`src/rtl/block_b_apb_regs.sv`:
```
// blockB APB3 completer: ID, CTRL, SCRATCH, write counter and a small word array.
// Zero-wait-state; decode, read data and error are captured on the setup edge.
module block_b_apb_regs #(
  parameter int unsigned ADDR_W    = 32,
  parameter int unsigned DATA_W    = 32,
  parameter int unsigned MEM_DEPTH = 16,
  parameter logic [DATA_W-1:0] ID_VALUE = 32'h000B_0001
) (
  input  logic              clk,
  input  logic              rst,
  input  logic [ADDR_W-1:0] apbReg_paddr,
  input  logic              apbReg_psel,
  input  logic              apbReg_penable,
  input  logic              apbReg_pwrite,
  input  logic [DATA_W-1:0] apbReg_pwdata,
  output logic              apbReg_pready,
  output logic [DATA_W-1:0] apbReg_prdata,
  output logic              apbReg_pslverr
);

  localparam int unsigned OFF_W    = 12;
  localparam int unsigned IDX_W    = (MEM_DEPTH > 1) ? $clog2(MEM_DEPTH) : 1;
  localparam logic [OFF_W-1:0] OFF_ID      = 12'h000;
  localparam logic [OFF_W-1:0] OFF_CTRL    = 12'h004;
  localparam logic [OFF_W-1:0] OFF_SCRATCH = 12'h008;
  localparam logic [OFF_W-1:0] OFF_WRCNT   = 12'h00C;
  localparam logic [OFF_W-1:0] MEM_BASE    = 12'h100;
  localparam logic [OFF_W-1:0] MEM_END     = OFF_W'(32'h100 + MEM_DEPTH * 4);

  typedef enum logic [2:0] {
    TGT_NONE,
    TGT_ID,
    TGT_CTRL,
    TGT_SCRATCH,
    TGT_WRCNT,
    TGT_MEM
  } tgt_e;

  logic [DATA_W-1:0] ctrl_q;
  logic [DATA_W-1:0] scratch_q;
  logic [DATA_W-1:0] wrcnt_q;
  logic [DATA_W-1:0] mem_q [MEM_DEPTH];

  logic              setup_q;
  logic              wr_q;
  logic              err_q;
  tgt_e              tgt_q;
  logic [IDX_W-1:0]  idx_q;
  logic [DATA_W-1:0] rdata_q;

  logic [OFF_W-1:0]  off_c;
  tgt_e              tgt_c;
  logic [IDX_W-1:0]  idx_c;
  logic              err_c;
  logic [DATA_W-1:0] rd_c;
  logic              setup_c;
  logic              access_c;
  logic              commit_c;
  logic              unused_paddr_hi;

  assign off_c           = apbReg_paddr[OFF_W-1:0];
  assign unused_paddr_hi = &{1'b0, apbReg_paddr[ADDR_W-1:OFF_W]};
  assign setup_c         = apbReg_psel & ~apbReg_penable;
  assign access_c        = apbReg_psel & apbReg_penable & ~rst;
  assign commit_c        = access_c & setup_q & wr_q & ~err_q;

  // Local offset decode, error classification and read mux for the setup phase.
  always_comb begin
    tgt_c = TGT_NONE;
    idx_c = '0;
    err_c = 1'b0;
    rd_c  = '0;
    if (off_c[1:0] != 2'b00) begin
      err_c = 1'b1;
    end else if (off_c == OFF_ID) begin
      tgt_c = TGT_ID;
      rd_c  = ID_VALUE;
    end else if (off_c == OFF_CTRL) begin
      tgt_c = TGT_CTRL;
      rd_c  = ctrl_q;
    end else if (off_c == OFF_SCRATCH) begin
      tgt_c = TGT_SCRATCH;
      rd_c  = scratch_q;
    end else if (off_c == OFF_WRCNT) begin
      tgt_c = TGT_WRCNT;
      rd_c  = wrcnt_q;
    end else if (off_c >= MEM_BASE && off_c < MEM_END) begin
      tgt_c = TGT_MEM;
      idx_c = IDX_W'((off_c - MEM_BASE) >> 2);
      rd_c  = mem_q[idx_c];
    end else begin
      err_c = 1'b1;
    end
    if (apbReg_pwrite && (tgt_c == TGT_ID || tgt_c == TGT_WRCNT)) begin
      err_c = 1'b1;
    end
    if (apbReg_pwrite || err_c) begin
      rd_c = '0;
    end
  end

  // Setup-edge capture and access-edge write commit; reset wins over any commit.
  always_ff @(posedge clk) begin
    if (rst) begin
      setup_q   <= 1'b0;
      wr_q      <= 1'b0;
      err_q     <= 1'b0;
      tgt_q     <= TGT_NONE;
      idx_q     <= '0;
      rdata_q   <= '0;
      ctrl_q    <= '0;
      scratch_q <= '0;
      wrcnt_q   <= '0;
      for (int i = 0; i < int'(MEM_DEPTH); i++) begin
        mem_q[i] <= '0;
      end
    end else begin
      setup_q <= setup_c;
      if (setup_c) begin
        wr_q    <= apbReg_pwrite;
        err_q   <= err_c;
        tgt_q   <= tgt_c;
        idx_q   <= idx_c;
        rdata_q <= rd_c;
      end else begin
        wr_q    <= 1'b0;
        err_q   <= 1'b0;
        tgt_q   <= TGT_NONE;
        rdata_q <= '0;
      end
      if (commit_c) begin
        case (tgt_q)
          TGT_CTRL:    ctrl_q        <= apbReg_pwdata;
          TGT_SCRATCH: scratch_q     <= apbReg_pwdata;
          TGT_MEM:     mem_q[idx_q]  <= apbReg_pwdata;
          default:     ;
        endcase
        wrcnt_q <= wrcnt_q + DATA_W'(1);
      end
    end
  end

  assign apbReg_pready  = access_c;
  assign apbReg_prdata  = access_c ? rdata_q : '0;
  assign apbReg_pslverr = access_c & err_q;

endmodule

```
`config.mk`:
```
export PLATFORM = sky130hd
export DESIGN_NAME = block_b_apb_regs
export DESIGN_NICKNAME = d
export VERILOG_FILES = /design/src/rtl/block_b_apb_regs.sv
export SDC_FILE = /design/constraint.sdc
export NUM_CORES = 1
export LEC_CHECK = 0
export ABC_CLOCK_PERIOD_IN_PS = 4700
export CORE_MARGIN = 1.5
export CORE_UTILIZATION = 40
export DETAILED_ROUTE_END_ITERATION = 8
export GPL_TIMING_DRIVEN = 1
export PLACE_DENSITY = 0.53
export SKIP_CTS_REPAIR_TIMING = 1
export SLEW_MARGIN = 20
export SYNTH_ARGS = -nofsm -noshare
export SYNTH_HDL_FRONTEND = slang
export SYNTH_SLANG_ARGS = --single-unit
```
`constraint.sdc`:
```
create_clock -name clk -period 4.7 [get_ports clk]
set_input_delay 0.94 -clock clk [delete_from_list [all_inputs] [get_ports clk]]
set_output_delay 0.94 -clock clk [all_outputs]
set_load 0.01 [all_outputs]
```
==> metrics.txt, run 1 <==
Slew Viols, Final 0; clk slew on worst S/H paths around 50 ps; Endpoint, Worst Hold ctrl_q[19]; PortBufs between 80 and 90; CTS tree yes; drt wl/cell between 20 and 25 um; First-pass DRT Iterations 5; commonest non-fill, non-tap cell in the layout and2_1; max_slew headroom between 30 and 40%; Final Cycle Share between 80 and 90%; hold wc startpoint ctrl_q[19]; Setup TNS 0 ps; share of layout cells above drive strength 1 approximately an eighth; area grow syn2layout 14.0%; largest net degree at the start of global routing 81; I/O pin total 103; syn avg cell area 12.7 um2; vias in the first global route roughly 19000; Antenna Diode Count 0; die height around 270 um; final non-filler cell total about 3400; Final Wtd Congestion around 0.9; via count 18600; Gate Count Post-Synth approximately 2300; H-tree Lvls 3; status finished, final reports clean; Post-DP Area about 31000 um2; Starting Density about two fifths; die area between 70000 and 80000 um2; Synth cell types 50; most frequent cells in the layout 562 x and2_1, 512 x edfxtp_1, 154 x nand2_1; gr ovfl total 0; endpoints failing setup 0; Total Routed Length around 83000 um; hold depth 2; first-pass GRT wire length approximately 120000 um; CP Data Required Time ~3800 ps; antenna violations before repair 1; critical path class in2out; VDD IR max ~250 uV; worst-path fanout max 25; RSZ-0062 raised after global routing false; Seq/Total Area, Yosys between 60% and 70%; Final ANT Viol Nets 0; Reg2Reg Setup Slack approximately 2300 ps; CTS root buf clkbuf_16; 1st-iter DRT viols approximately 1600; crit path time final between 3000 and 4000 ps; CTS sink count 650; dpl hpwl roughly 53000 um; cts bufs inserted ~70; startpoint types input pin; worst skew pair latency 610 ps; placed insts around 3200; core box area about 73000 um2; GRT Resource Usage Total between 20% and 30%; Std-Cell Rows between 90 and 100; RR Startpoint err_q; Netlist Area Pre-Place between 20000 and 30000 um2; cell area after layout around 34000 um2; CP endpoint kind output pin; vias per cell 5.50; Layout Nets between 2000 and 2500; CTS max path bufs 3; Synth Register Bits 650; Reg2Reg Depth 5; Slew @ Worst Pin about 1000 ps; Synth Warn # 0; Remaining DRCs 0; final setup skew 17.9 ps; Max Fclk approximately 260 MHz; leak pwr approximately 12 nW; worst min-delay path category reg2reg; critical path arrival around 2900 ps; MaxCap Viol Count 0; capture point of the worst reg-to-reg path mem_q[2][27]; Die Width about 270 um; Power Density between 300 and 400 nW/um2; Mapped Nets 2397; Hold Violations, Final 0
-- metrics by stage --
| step | setup slack [ps] | hold WS [ps] | util, % | power (W) |
|---|---|---|---|---|
| 3_5_place_dp | 832 | 446 | 43.1 | 0.00725 |
| 4_1_cts | 820 | 453 | 46.2 | 0.0126 |
| 3_3_place_gp | 860 | 441 | 43.1 | 0.00723 |
| 5_1_grt | 697 | 470 | 46.2 | 0.0129 |
| 2_1_floorplan | 1780 | 433 | - | 0.00692 |
| 6_report | 829 | 454 | 46.2 | 0.0125 |
-- flip-flops by register name, indices dropped and copies added (netlist names) --
name,flops
ctrl_q,32
err_q,1
idx_q,4
mem_q,512
rdata_q,32
scratch_q,32
setup_q,1
tgt_q,3
wr_q,1
wrcnt_q,32
-- per-layer routing --
layer,up-vias,wire length (um),global-route usage (%)
li1,8475,-,-
met5,-,0,0
met2,541,39400,36.1
met3,108,4570,3.09
met4,0,1730,6.20
met1,9440,37600,31.5
-- cells by family (layout without fill, tap and decap cells) --
group | count (synthesis) | after routing | share of synthesized area [%]
AO/OA/AOI/OAI | 277 | 277 | 6.17
XOR/XNOR | 7 | 7 | 0.208
multiplexers | 221 | 221 | 10.7
flip-flops | 650 | 650 | 61.4
buffers and inverters | 215 | 303 | 3.17
AND/OR/NAND/NOR | 956 | 956 | 18.3
adder cells (fa/ha/maj) | 1 | 1 | 0.0424
-- worst max-delay path by stage --
stage	startpoint	to	slack (ps)	depth (start not counted)
detailed placement	apbReg_psel	apbReg_prdata[13]	830	6
CTS	apbReg_psel	apbReg_prdata[18]	820	6
global route	apbReg_psel	apbReg_prdata[15]	700	6
floorplan	rst	apbReg_prdata[22]	1780	5
global placement	apbReg_paddr[1]	rdata_q[5]	860	6
finish	apbReg_psel	apbReg_prdata[18]	830	6
-- power by group --
| group | total [W] | switching [W] | internal [W] | leakage [nW] |
|---|---|---|---|---|
| clock network | 0.00542 | 0.00229 | 0.00313 | 1.10 |
| logic | 0.000725 | 0.000465 | 0.000260 | 4.63 |
| registers | 0.00639 | 0.0000429 | 0.00635 | 6.29 |
-- critical path, cell delays in order --
cell and delay, ps:
clkdlybuf4s50_1 590, nand3b_4 240, inv_1 130, buf_4 280, and2_1 180, clkdlybuf4s50_1 540
-- layout make-up --
cell class	instances	area [um2]
Multi-Input combinational cell	1462	10500
Inverter	22	82.6
Tap cell	959	1200
Clock inverter	33	240
Clock buffer	96	1990
Fill cell	6492	39300
Sequential cell	650	18100
Timing Repair Buffer	152	1510
-- synth_stat cells, drive strengths merged --
library cell | instances | area, um2
edfxtp | 512 | 15400
nand2 | 154 | 578
mux4 | 72 | 1620
buf | 50 | 318
and3 | 4 | 25.0
or2 | 18 | 113
o31ai | 11 | 82.6
nand3 | 46 | 230
o22ai | 2 | 12.5
or3 | 5 | 31.3
a21o | 14 | 105
xnor2 | 6 | 52.6
ha | 1 | 12.5
a31o | 2 | 17.5
a21oi | 98 | 490
and2 | 562 | 3520
xor2 | 1 | 8.76
mux2i | 120 | 1200
nand4 | 12 | 75.1
nand2b | 6 | 37.5
a22oi | 71 | 533
or4 | 11 | 82.6
nand3b | 3 | 38.8
o211ai | 16 | 120
clkbuf | 143 | 537
a2111oi | 13 | 114
and3b | 2 | 18.8
mux2 | 29 | 327
nor4 | 19 | 119
a31oi | 1 | 6.26
dfxtp | 138 | 2760
o21ai | 20 | 104
a311oi | 16 | 140
a211oi | 13 | 97.6
nor2 | 78 | 295
and4 | 7 | 61.3
or4b | 2 | 20.0
nor3 | 8 | 50.1
inv | 22 | 82.6
nor2b | 19 | 119
Power figures use the tool's default switching activity.
==> inputs of run 2 (changes only) <==
--- a/config.mk
+++ b/config.mk
@@ -5,7 +5,7 @@
 export SDC_FILE = /design/constraint.sdc
 export NUM_CORES = 1
 export LEC_CHECK = 0
-export ABC_CLOCK_PERIOD_IN_PS = 4700
+export ABC_CLOCK_PERIOD_IN_PS = 3860
 export CORE_MARGIN = 1.5
 export CORE_UTILIZATION = 40
 export DETAILED_ROUTE_END_ITERATION = 8
==> constraint.sdc (replaced) <==
create_clock -name clk -period 3.86 [get_ports clk]
set_input_delay 0.772 -clock clk [delete_from_list [all_inputs] [get_ports clk]]
set_output_delay 0.772 -clock clk [all_outputs]
set_load 0.01 [all_outputs]
==> run 2 against run 1 <==
  * Routed wire length down 0.83%
  * Global-route usage down 0.15 points
  * Cell area up 0.56%
  * Worst hold slack worse by 11 ps
  * Final cell count up 0.68%
  * Sequential power up 22%
  * Flip-flop and latch count unchanged
  * Die area unchanged
  * Count of clock-buffer cells in the layout unchanged
  * Clock skew up 3.0 ps
  * Critical endpoint is now apbReg_prdata[7]
==> metrics.txt, run 2 (synthesis gave the netlist of run 1 again) <==
Setup TNS 0 ps (unchanged); die height 275 um (unchanged); worst skew pair latency 610 ps (about the same); critical path arrival 2820 ps (-110 ps); H-tree Lvls 3 (unchanged); cts bufs inserted 70 (-1.4%); CP Data Required Time 3090 ps (-670 ps); gr ovfl total 0 (unchanged); Std-Cell Rows 99 (unchanged); area grow syn2layout 14.7%; total power 0.0153 W (+22%); CTS sink count 650 (unchanged); PortBufs 82 (unchanged); critical path class in2out; crit path to apbReg_prdata[7]; worst min-delay path category in2reg; crit path buf inv count 4 (unchanged); Remaining DRCs 0 (unchanged); Max Fclk around 280 MHz; cell area after layout 33900 um2 (+0.56%); First-pass DRT Iterations 5 (unchanged); Final Cycle Share 92.9%; Crit path max-delay family buffers and inverters; Total Routed Length 82600 um (-0.83%); vias per cell 5.49 (-0.22%); Post-DP Area 31600 um2 (+0.56%); Largest Register mem_q; Final Util 46.4% (+0.26 points); core box area 73000 um2 (unchanged); slowest CP cell clkdlybuf4s50_1; I/O pin total 103 (unchanged); CP Launch Point apbReg_penable; Most Frequent Cell on Critical Path clkdlybuf4s50_1; Final ANT Viol Nets 0 (unchanged); crit path time final approximately 3600 ps; MaxCap Viol Count 0 (unchanged); status finished, final reports clean; Reg2Reg Setup Slack 1540 ps (-730 ps); max reg flops 512 (unchanged); commonest non-fill, non-tap cell in the layout and2_1; Final Wtd Congestion 0.873 (-0.67%); via count 18700 (+0.46%); GRT Resource Usage Total 22.2% (-0.15 points); Slew @ Worst Pin 1040 ps (+41.0 ps); endpoints failing setup 0 (unchanged); CTS max path bufs 3 (unchanged); vias in the first global route 18800 (+0.58%); final non-filler cell total 3397 (+0.68%); dpl hpwl 52500 um (about the same); Critical Path, Cell by Cell clkdlybuf4s50_1, nand3b_4, inv_1, buf_4, and2_1, clkdlybuf4s50_1; WP depth 6 (unchanged); largest net degree at the start of global routing 91 (+12%); Hold Violations, Final 0 (unchanged); CP endpoint kind output pin; capture point of the worst reg-to-reg path wrcnt_q[13]; final setup skew 20.8 ps (+2.96 ps); die area 75500 um2 (unchanged); first-pass GRT wire length 123000 um (-0.55%); worst-path fanout max 29 (+16%); RSZ-0062 raised after global routing false; Reg2Reg Depth 5 (unchanged); most frequent cells in the layout 562 x and2_1, 512 x edfxtp_1, 154 x nand2_1; CTS tree yes; Slew Viols, Final 0 (unchanged); drt wl/cell 24.3 um (-1.5%); startpoint types input pin; share of layout cells above drive strength 1 13.9% (+0.87 points); RR Startpoint err_q; 1st-iter DRT viols 1612 (-0.74%); clk slew on worst S/H paths 60 ps (about the same); Power Density 452 nW/um2 (+21%); Layout Nets 2453 (+0.99%); antenna violations before repair 4 (+3); placed insts 3270 (+0.77%); CP peak stage delay 620 ps (+30 ps); VDD IR max 286 uV (+15%); max_slew headroom 30.9% (-2.5 points); Starting Density 40.5% (unchanged); Die Width 275 um (unchanged); leak pwr 12.1 nW (+0.94%); CTS root buf clkbuf_16
[run 2: changes by cell type in the layout (fill, tap and decap cells not counted), sizes merged]
cell	delta
buf	+25
clkinv	-7
bufinv	+2
clkinvlp	+1
diode	+1
inv	+1
[run 2: layer usage]
layer / share of wire (%) / up-vias / track usage, %
li1: - / 8504 / -
met1: 45 / 9553 / 30.6
met3: 5.8 / 92 / 3.61
met2: 47 / 501 / 36.3
met4: 2.1 / 0 / 6.12
met5: 0 / - / 0
[run 2: worst min path at each step]
stage / from / end / cells past startpoint / slack [ps]
5_1_grt: rst / ctrl_q[27] / 2 / 440
3_3_place_gp: scratch_q[6] / scratch_q[6] / 2 / 440
6_report: rst / ctrl_q[27] / 2 / 440
4_1_cts: rst / ctrl_q[27] / 2 / 410
3_5_place_dp: scratch_q[6] / scratch_q[6] / 2 / 450
2_1_floorplan: ctrl_q[16] / ctrl_q[16] / 2 / 430
[run 2: final cells by class]
cell class / count / area, um2
Fill cell: 6446 / 39100
Inverter: 22 / 82.6
Antenna cell: 1 / 2.50
Clock inverter: 30 / 278
Clock buffer: 96 / 1960
Timing Repair Buffer: 177 / 1680
Sequential cell: 650 / 18100
Tap cell: 959 / 1200
Multi-Input combinational cell: 1462 / 10500
[run 2: metrics by stage]
stage | setup WS, ps | hold WS [ps]
after floorplan | 1280 | 433
after global placement | 307 | 443
after detailed placement | 300 | 447
after CTS | 282 | 415
after global routing | 185 | 438
final | 272 | 444
[run 2: where the power goes]
part	switching (W)	internal, W
Clock	0.00274	0.00390
Sequential	0.0000526	0.00773
Combinational	0.000566	0.000326
